## src/rtl/cbs_pkg.sv

```systemverilog
// cbs_pkg: shared CBS write-back geometry, widths and FSM state type
package cbs_pkg;
  localparam int IMG_W = 640;
  localparam int IMG_H = 640;
  localparam int ACC_W = 24;
  localparam int SC_W = 16;
  localparam int ADDR_W = 25;
  localparam int PIX_W = 8;
  localparam int PIX_MAX = 255;
  typedef enum logic [1:0] {IDLE, RUN, FLUSH, DONE} wb_state_t;
endpackage

```

## src/rtl/cbs_result_writer_if.sv

```systemverilog
// cbs_result_writer_if: control, result stream and output-memory write port of the CBS writer
interface cbs_result_writer_if #(
  parameter int ACC_W = cbs_pkg::ACC_W,
  parameter int SC_W = cbs_pkg::SC_W,
  parameter int ADDR_W = cbs_pkg::ADDR_W,
  parameter int PIX_W = cbs_pkg::PIX_W
);
  logic start;
  logic [ADDR_W-1:0] base_addr;
  logic signed [SC_W-1:0] bn_scale;
  logic signed [ACC_W-1:0] bn_shift;
  logic in_valid;
  logic in_ready;
  logic signed [ACC_W-1:0] in_data;
  logic mem_we;
  logic [ADDR_W-1:0] mem_addr;
  logic [PIX_W-1:0] mem_wdata;
  logic busy;
  logic frame_done;
  modport master (
    output start, base_addr, bn_scale, bn_shift, in_valid, in_data,
    input in_ready, mem_we, mem_addr, mem_wdata, busy, frame_done
  );
  modport slave (
    input start, base_addr, bn_scale, bn_shift, in_valid, in_data,
    output in_ready, mem_we, mem_addr, mem_wdata, busy, frame_done
  );
endinterface

```

## src/rtl/cbs_wb_quant.sv

```systemverilog
// cbs_wb_quant: 3-stage BN scale, round/shift, activation and 8-bit saturation (leaky when CBS_WB_LEAKY_EN)
module cbs_wb_quant import cbs_pkg::*; #(
  parameter int ACC_W = cbs_pkg::ACC_W,
  parameter int SC_W = cbs_pkg::SC_W,
  parameter int PIX_W = cbs_pkg::PIX_W
) (
  input  logic clk,
  input  logic reset,
  input  logic in_valid,
  input  logic signed [ACC_W-1:0] in_data,
  input  logic signed [SC_W-1:0] bn_scale,
  input  logic signed [ACC_W-1:0] bn_shift,
  output logic out_valid,
  output logic [PIX_W-1:0] out_data,
  output logic pend
);
  localparam int PW = ACC_W + SC_W;
  logic signed [PW-1:0] prod, v, act;
  logic v1, v2;
  assign pend = v1 | v2;
  // activation on the shifted value; positive path is identical in both builds
  always_comb begin
`ifdef CBS_WB_LEAKY_EN
    act = v[PW-1] ? v >>> 3 : v;
`else
    act = v[PW-1] ? '0 : v;
`endif
  end
  // S1 multiply, S2 round-half-up shift plus offset, S3 clamp to unsigned pixel
  always_ff @(posedge clk or posedge reset) begin
    if (reset) begin
      {v1, v2, out_valid} <= '0;
      prod <= '0;
      v <= '0;
      out_data <= '0;
    end else begin
      v1 <= in_valid;
      v2 <= v1;
      out_valid <= v2;
      prod <= PW'(in_data) * PW'(bn_scale);
      v <= ((prod + PW'(128)) >>> 8) + PW'(bn_shift);
      out_data <= act[PW-1] ? '0 : act > PW'(PIX_MAX) ? PIX_W'(PIX_MAX) : act[PIX_W-1:0];
    end
  end
endmodule

```

## src/rtl/cbs_result_writer.sv

```systemverilog
// cbs_result_writer: frame FSM and raster write addressing around the cbs_wb_quant pipeline
module cbs_result_writer import cbs_pkg::*; #(
  parameter int IMG_W = cbs_pkg::IMG_W,
  parameter int IMG_H = cbs_pkg::IMG_H
) (
  input logic clk,
  input logic reset,
  cbs_result_writer_if.slave bus
);
  localparam int CW = $clog2(IMG_W);
  localparam int RW = $clog2(IMG_H);
  wb_state_t state, nxt;
  logic [CW-1:0] col;
  logic [RW-1:0] row;
  logic [ADDR_W-1:0] addr, a1, a2;
  logic xfer, last, pend, col_end;
  assign bus.in_ready = state == RUN;
  assign bus.busy = state == RUN || state == FLUSH;
  assign bus.frame_done = state == DONE;
  assign xfer = bus.in_valid && bus.in_ready;
  assign col_end = col == CW'(IMG_W - 1);
  assign last = col_end && row == RW'(IMG_H - 1);
  // next state: frame start, last accepted pixel, pipeline drained, one-cycle done
  always_comb begin
    nxt = state;
    nxt = state == IDLE && bus.start ? RUN :
          state == RUN && xfer && last ? FLUSH :
          state == FLUSH && !pend ? DONE :
          state == DONE ? IDLE : state;
  end
  // state register
  always_ff @(posedge clk or posedge reset) begin
    if (reset) state <= IDLE;
    else state <= nxt;
  end
  // raster counters; the linear address advances by one per pixel, same as base + row*IMG_W + col
  always_ff @(posedge clk or posedge reset) begin
    if (reset) begin
      row <= '0;
      col <= '0;
      addr <= '0;
    end else if (state == IDLE && bus.start) begin
      row <= '0;
      col <= '0;
      addr <= bus.base_addr;
    end else if (xfer) begin
      col <= col_end ? '0 : col + 1'b1;
      row <= col_end ? row + 1'b1 : row;
      addr <= addr + 1'b1;
    end
  end
  // address delay line matching the three quantiser stages
  always_ff @(posedge clk or posedge reset) begin
    if (reset) begin
      a1 <= '0;
      a2 <= '0;
      bus.mem_addr <= '0;
    end else begin
      a1 <= addr;
      a2 <= a1;
      bus.mem_addr <= a2;
    end
  end
  cbs_wb_quant #(.ACC_W(ACC_W), .SC_W(SC_W), .PIX_W(PIX_W)) u_quant (
    .clk(clk),
    .reset(reset),
    .in_valid(xfer),
    .in_data(bus.in_data),
    .bn_scale(bus.bn_scale),
    .bn_shift(bus.bn_shift),
    .out_valid(bus.mem_we),
    .out_data(bus.mem_wdata),
    .pend(pend)
  );
endmodule

```

## src/flat_wrapper.sv

```systemverilog
// flat-port wrapper written by rule: the top's interface ports become plain ports
module cbs_result_writer_flat import cbs_pkg::*;
#(
  parameter int IMG_W = cbs_pkg::IMG_W,
  parameter int IMG_H = cbs_pkg::IMG_H
)
  (clk, reset, bus_start, bus_base_addr, bus_bn_scale, bus_bn_shift, bus_in_valid, bus_in_data, bus_in_ready, bus_mem_we, bus_mem_addr, bus_mem_wdata, bus_busy, bus_frame_done);
  cbs_result_writer_if bus_i ();
  input logic clk;
  input logic reset;
  input wire logic [$bits(bus_i.start)-1:0] bus_start;
  input wire logic [$bits(bus_i.base_addr)-1:0] bus_base_addr;
  input wire logic [$bits(bus_i.bn_scale)-1:0] bus_bn_scale;
  input wire logic [$bits(bus_i.bn_shift)-1:0] bus_bn_shift;
  input wire logic [$bits(bus_i.in_valid)-1:0] bus_in_valid;
  input wire logic [$bits(bus_i.in_data)-1:0] bus_in_data;
  output wire logic [$bits(bus_i.in_ready)-1:0] bus_in_ready;
  output wire logic [$bits(bus_i.mem_we)-1:0] bus_mem_we;
  output wire logic [$bits(bus_i.mem_addr)-1:0] bus_mem_addr;
  output wire logic [$bits(bus_i.mem_wdata)-1:0] bus_mem_wdata;
  output wire logic [$bits(bus_i.busy)-1:0] bus_busy;
  output wire logic [$bits(bus_i.frame_done)-1:0] bus_frame_done;
  assign bus_i.start = bus_start;
  assign bus_i.base_addr = bus_base_addr;
  assign bus_i.bn_scale = bus_bn_scale;
  assign bus_i.bn_shift = bus_bn_shift;
  assign bus_i.in_valid = bus_in_valid;
  assign bus_i.in_data = bus_in_data;
  assign bus_in_ready = bus_i.in_ready;
  assign bus_mem_we = bus_i.mem_we;
  assign bus_mem_addr = bus_i.mem_addr;
  assign bus_mem_wdata = bus_i.mem_wdata;
  assign bus_busy = bus_i.busy;
  assign bus_frame_done = bus_i.frame_done;
  cbs_result_writer #(.IMG_W(IMG_W), .IMG_H(IMG_H)) u_core (.clk(clk), .reset(reset), .bus(bus_i));
endmodule
```

## config.mk

```make
export PLATFORM = sky130hd
export DESIGN_NAME = cbs_result_writer_flat
export DESIGN_NICKNAME = d
export VERILOG_FILES = /design/src/rtl/cbs_pkg.sv /design/src/rtl/cbs_result_writer_if.sv /design/src/rtl/cbs_wb_quant.sv /design/src/rtl/cbs_result_writer.sv /design/src/flat_wrapper.sv
export SDC_FILE = /design/constraint.sdc
export NUM_CORES = 1
export LEC_CHECK = 0
export ABC_AREA = 1
export BUFFER_PORTS_ARGS = -buffer_cell sky130_fd_sc_hd__buf_2
export CAP_MARGIN = 10
export CORE_MARGIN = 3
export CORE_UTILIZATION = 60
export DETAILED_ROUTE_END_ITERATION = 8
export GPL_ROUTABILITY_DRIVEN = 0
export MAX_ROUTING_LAYER = met4
export PLACE_DENSITY_LB_ADDON = 0.25
export SLEW_MARGIN = 20
export SYNTH_ARGS = -nofsm -noshare
export SYNTH_HDL_FRONTEND = slang
export SYNTH_HIERARCHICAL = 1
export SYNTH_SLANG_ARGS = --single-unit
```

## constraint.sdc

```tcl
create_clock -name clk -period 7 [get_ports clk]
set_clock_uncertainty 0.05 [all_clocks]
set_input_delay 1.05 -clock clk [delete_from_list [all_inputs] [get_ports clk]]
set_output_delay 1.05 -clock clk [all_outputs]
set_load 0.02 [all_outputs]
```

# Word level (Yosys, flattened, before mapping)
# Cells that the tools add are included.
# word_totals
rom_bits,0
regBits,206
out_inout_bits,37
input_bits,93
memories,0
ramBits,0
latch_bits,0
wordCells,54
# classes
n_div,0
bitwise,1
reduce_logical,13
add_sub_neg,5
order_cmp,1
n_eq_ne,5
shifts,0
n_mul,1
n_mux,15
# op_table
cell,count
two-way mux 10 bit,6
two-way mux 25 bit,2
adder 40 x 9 -> 40 bit (second input constant),1
multiplier 24 x 16 -> 40 bit,1
greater-than comparator 39 x 8 -> 1 bit (second input constant),1
two-way mux 39 bit,1
adder 32 x 24 -> 33 bit,1
adder 25 x 1 -> 25 bit (second input constant),1
adder 10 x 1 -> 10 bit (second input constant),2
== test 10 bit (second input constant),2
two-way mux 8 bit,2
two-way mux 2 bit,4
logical AND 1 bit,6
== test 2 bit (second input constant),2
nonzero test 2 bit,2
nonzero test 4 bit,1
== test 2 x 1 -> 1 bit (second input constant),1
zero test 2 bit,1
AND reduction 2 bit,1
zero test 1 bit,1
logical OR 1 bit,1
bitwise OR 1 bit,1

# Logic depth before layout (Yosys ltp)
# depth
depth_word,6
depth_mapped,28
ltp_nobuf,27

# Cells and area by module
# Netlist, hierarchy kept.
# modules_own_cells
module,instances,cells_per_inst,area_per_inst_um2
cbs_wb_quant,1,2632,19743.9
cbs_result_writer,1,532,4992.3

# Worst setup path before layout
# Ideal clock, no wire load.
# synth_timing
path_kind,input to register
from,input bus_in_data[8]
to,register u_core.u_quant.prod[23]
arrival_time_ns,6.148
setup_slack_ns,0.686
setup_ns,0.117
required_time_ns,6.833
path_buffers,2
stages,25
cell_sequence,clkbuf_1 -> clkbuf_1 -> nand2_1 -> fa_1 -> inv_1 -> fa_1 -> inv_1 -> fa_1 -> inv_1 -> fa_1 -> fa_1 -> inv_1 -> fa_1 -> inv_1 -> ha_1 -> nand2_1 -> nor2_1 -> a21boi_0 -> nor2_1 -> nand2_2 -> nand2_2 -> nand2_4 -> nand2_2 -> nand3_1 -> nand2_1
# synth_between
elab_chain_len,1
# synth_rtl
element,line_no,source
"start, declared",flat_wrapper.sv:16,input wire logic [$bits(bus_i.in_data)-1:0] bus_in_data;
multiplier 24 x 16 -> 40 bit,cbs_wb_quant.sv:40,prod <= PW'(in_data) * PW'(bn_scale);
"end signal, assigned",cbs_wb_quant.sv:40,
"end, declared",cbs_wb_quant.sv:18,"logic signed [PW-1:0] prod, v, act;"
# No other way between the ends.
# A chain may end at the register's enable or synchronous reset.

# Worst setup path in the final report
# layout_timing
from,input bus_bn_scale[5]
to,register u_core.u_quant.prod[22]
# layout_between
elab_chain_len,1
# layout_rtl
element,line_no,source
"start, declared",flat_wrapper.sv:13,input wire logic [$bits(bus_i.bn_scale)-1:0] bus_bn_scale;
multiplier 24 x 16 -> 40 bit,cbs_wb_quant.sv:40,
# No other way between the ends.

==> metrics.md <==
| Metric | Value |
|---|---|
| Initial core utilization | 61.6% |
| Synth Net Count | 3,766 |
| Io pins | 130 |
| Final hold vios | 0 |
| Vias in the first global route | 21,400 |
| Max Cap Viol | 0 |
| Commonest cells post-synth | inv_1 (821), nand2_1 (806), fa_1 (374), dfrtp_1 (199), nor2_1 (196) |
| Endpoint class of the critical path | register |
| Layout cells sized above 1 | 7.51% |
| Worst setup path class | in -> reg |
| Top-area cell type share of the netlist area | 30.3% |
| Relative slew slack | 35.8% |
| Status | complete, no violations |
| Register area | 4980 sq um |
| Cells after Synth | 3,164 |
| Synth warn | 6 |
| Ranking of synthesized cells by area | fa_1 (30%), dfrtp_1 (20%), inv_1 (12%) |
| CTS H-tree lvls | 4 |
| WP data required | 7300 ps |
| Async SR Flop Fraction | 100% |
| CP arrival | 6750 ps |
| First-pass GRT wire length | 103,000 microns |
| Area grow syn2layout | 7.19% |
| Core box area | 40,200 sq um |
| Post-CTS Setup Inserts | 0 |
| Most used DFF post-synth | dfrtp_1 |
| GRT Resource Usage Total | 29.8% |
| Net count, final | 3,852 |
| F_max | 155 MHz |
| Row cnt | 73 |
| Fin crit period | 6450 ps |
| Syn avg cell area | 7.82 sq um |
| Clk buf depth | 2 |
| Gr ovfl total | 0 |
| Routed Antenna Nets | 0 |
| TritonCTS clock tree | built |
| Clock sink total | 199 |
| DRC viols | 0 |
| Initial antenna violation count | 1 |
| Least-Margin Pin Slew | 962 ps |
| Cell variety after synth | 43 |
| Crit path launch type | input port |
| Final number of setup-violating endpoints | 0 |
| CTS resizes | 0 |
| EDFF count, synth | 0 |
| Worst-path fanout max | 12 |
| Final HPWL DP | 50,200 microns |
| Multi-input gate area | 16,300 sq um |
| Initial DRC count | 2,137 |
| Seq/Total Area, Yosys | 20.1% |
| Hold Buf Count CTS | 0 |
| Synthesized area | 24,700 sq um |
| Via count | 20,400 |
| Yosys reg bits | 199 |
| Die ar. | 43,700 sq um |
| Largest net degree at the start of global routing | 87 |
| Die Ht | 209 microns |
| Most frequent cell after synthesis | inv_1 |
| Leading area contributor after synthesis | fa_1 |
| Buffers on Ports | 129 |
| DRT Pass-1 Iters | 6 |
| Worst-skew pair later-pin latency | 450 ps |
| Clock root cell | clkbuf_16 |
| Final slew viol count | 0 |
| Filler Cell Count | 3,380 |
| Min-Delay Path Class | reg -> reg |
| Via density | 5.38 |
| Routed WL per cell | 16.3 microns |
| CTS Buf Count | 17 |
| RSZ-0062 raised after global routing | false |
| Post-route setup TNS | 0 ps |
| Die X | 209 microns |
| Detailed Route WL | 61,600 microns |
| CTS clock-pin slew for the worst setup and hold paths | 70 ps |
| Period utilisation layout | 92.1% |
sequential cells by signal (all words and copies together), names as in the netlist, 2 cells and up:
| register | count |
|---|---|
| u_core/u_quant/v | 33 |
| u_core/a1 | 25 |
| u_core/col | 10 |
| u_core/u_quant/out_data | 8 |
| u_core/bus.mem_addr | 25 |
| u_core/row | 10 |
| u_core/addr | 25 |
| u_core/state | 2 |
| u_core/u_quant/prod | 33 |
| u_core/a2 | 25 |
metal layers:
layer  track usage (%)  share of wire (%)
met1              38.7                 41
met2              49.4                 49
met3              3.68                7.4
met4              9.31                2.7
met5                 -                  0
kinds of logic after synthesis:
logic type | synth area share (%)
buffers and inverters | 13.9
adders and majority gates | 37.1
DFF | 20.1
xor gates and xnor gates | 2.90
AOI/OAI and AO/OA | 4.88
and+or+nand+nor | 21.1
through the flow:
stage	std cells	hold WS (ps)	worst slack (ps)	instance area, sq um	util, %
floorplan	3164	281	686	24700	-
global placement	3756	281	337	25900	64.4
CTS	3788	297	716	26500	66.0
global route	3789	297	310	26500	66.0
finish	3789	298	551	26500	66.0
detailed placement	3756	285	215	25900	64.4
layout make-up:
class / count / area share, %
inverters: 823 / 11.7
clock inverters: 15 / 0.717
multi-input cells: 2054 / 61.5
diodes: 1 / 0.00944
clock buffers: 17 / 1.60
repair buffers: 155 / 3.23
well taps: 525 / 2.48
flip-flops and latches: 199 / 18.8
worst max-delay path: stages:
cell	delay (ps)
buf_2	280
buf_4	250
nand2_1	100
fa_1	530
inv_1	60
fa_1	540
inv_1	60
fa_1	570
inv_1	70
fa_1	460
fa_1	540
inv_1	60
fa_1	530
inv_1	40
ha_1	350
a21oi_1	220
o21ai_0	170
a21oi_1	250
nand2_1	150
a21oi_1	240
xnor2_1	190
cell usage in the layout, fill, tap and decap left out, types with 3 or more instances in the layout:
master	synthesis	routed
nor2_4	6	6
or2_2	11	11
xnor2_1	13	13
a21o_1	7	7
o22ai_1	5	5
nand4_1	28	28
o211ai_1	4	4
nor2_1	196	196
inv_12	0	3
nand3_1	117	117
nor2_2	6	6
clkbuf_16	0	17
nand2_2	20	20
clkinv_8	0	4
nand2_1	806	806
nand3b_1	9	9
inv_6	0	3
o21bai_1	16	16
buf_2	9	129
nor3_1	36	36
dfrtp_1	199	199
fa_1	374	374
nor4_1	11	11
o21ai_2	6	6
inv_1	821	819
inv_8	0	3
buf_4	2	24
a31oi_1	8	8
a21oi_1	81	81
o21ai_0	64	64
xor2_1	69	69
ha_1	135	135
o21a_1	8	8
a21boi_0	5	5
path summary, 6_finish.rpt:
| check | start | endpoint | slack (ps) | cells past startpoint |
|---|---|---|---|---|
| min reg2reg | u_core/a1[19] | u_core/a2[19] | 300 | 0 |
| max in group asynchronous | reset | u_core/row[9] | 5250 | 3 |
| min | u_core/a1[19] | u_core/a2[19] | 300 | 0 |
| max reg2reg | u_core/u_quant/prod[7] | u_core/u_quant/v[31] | 3640 | 16 |
| min in group asynchronous | reset | u_core/a1[23] | 580 | 2 |
| max | bus_bn_scale[5] | u_core/u_quant/prod[22] | 550 | 21 |
Power is left out: the tool's default activity adds up to more than one toggle a clock period on the data nets, which glitch-free logic cannot reach.
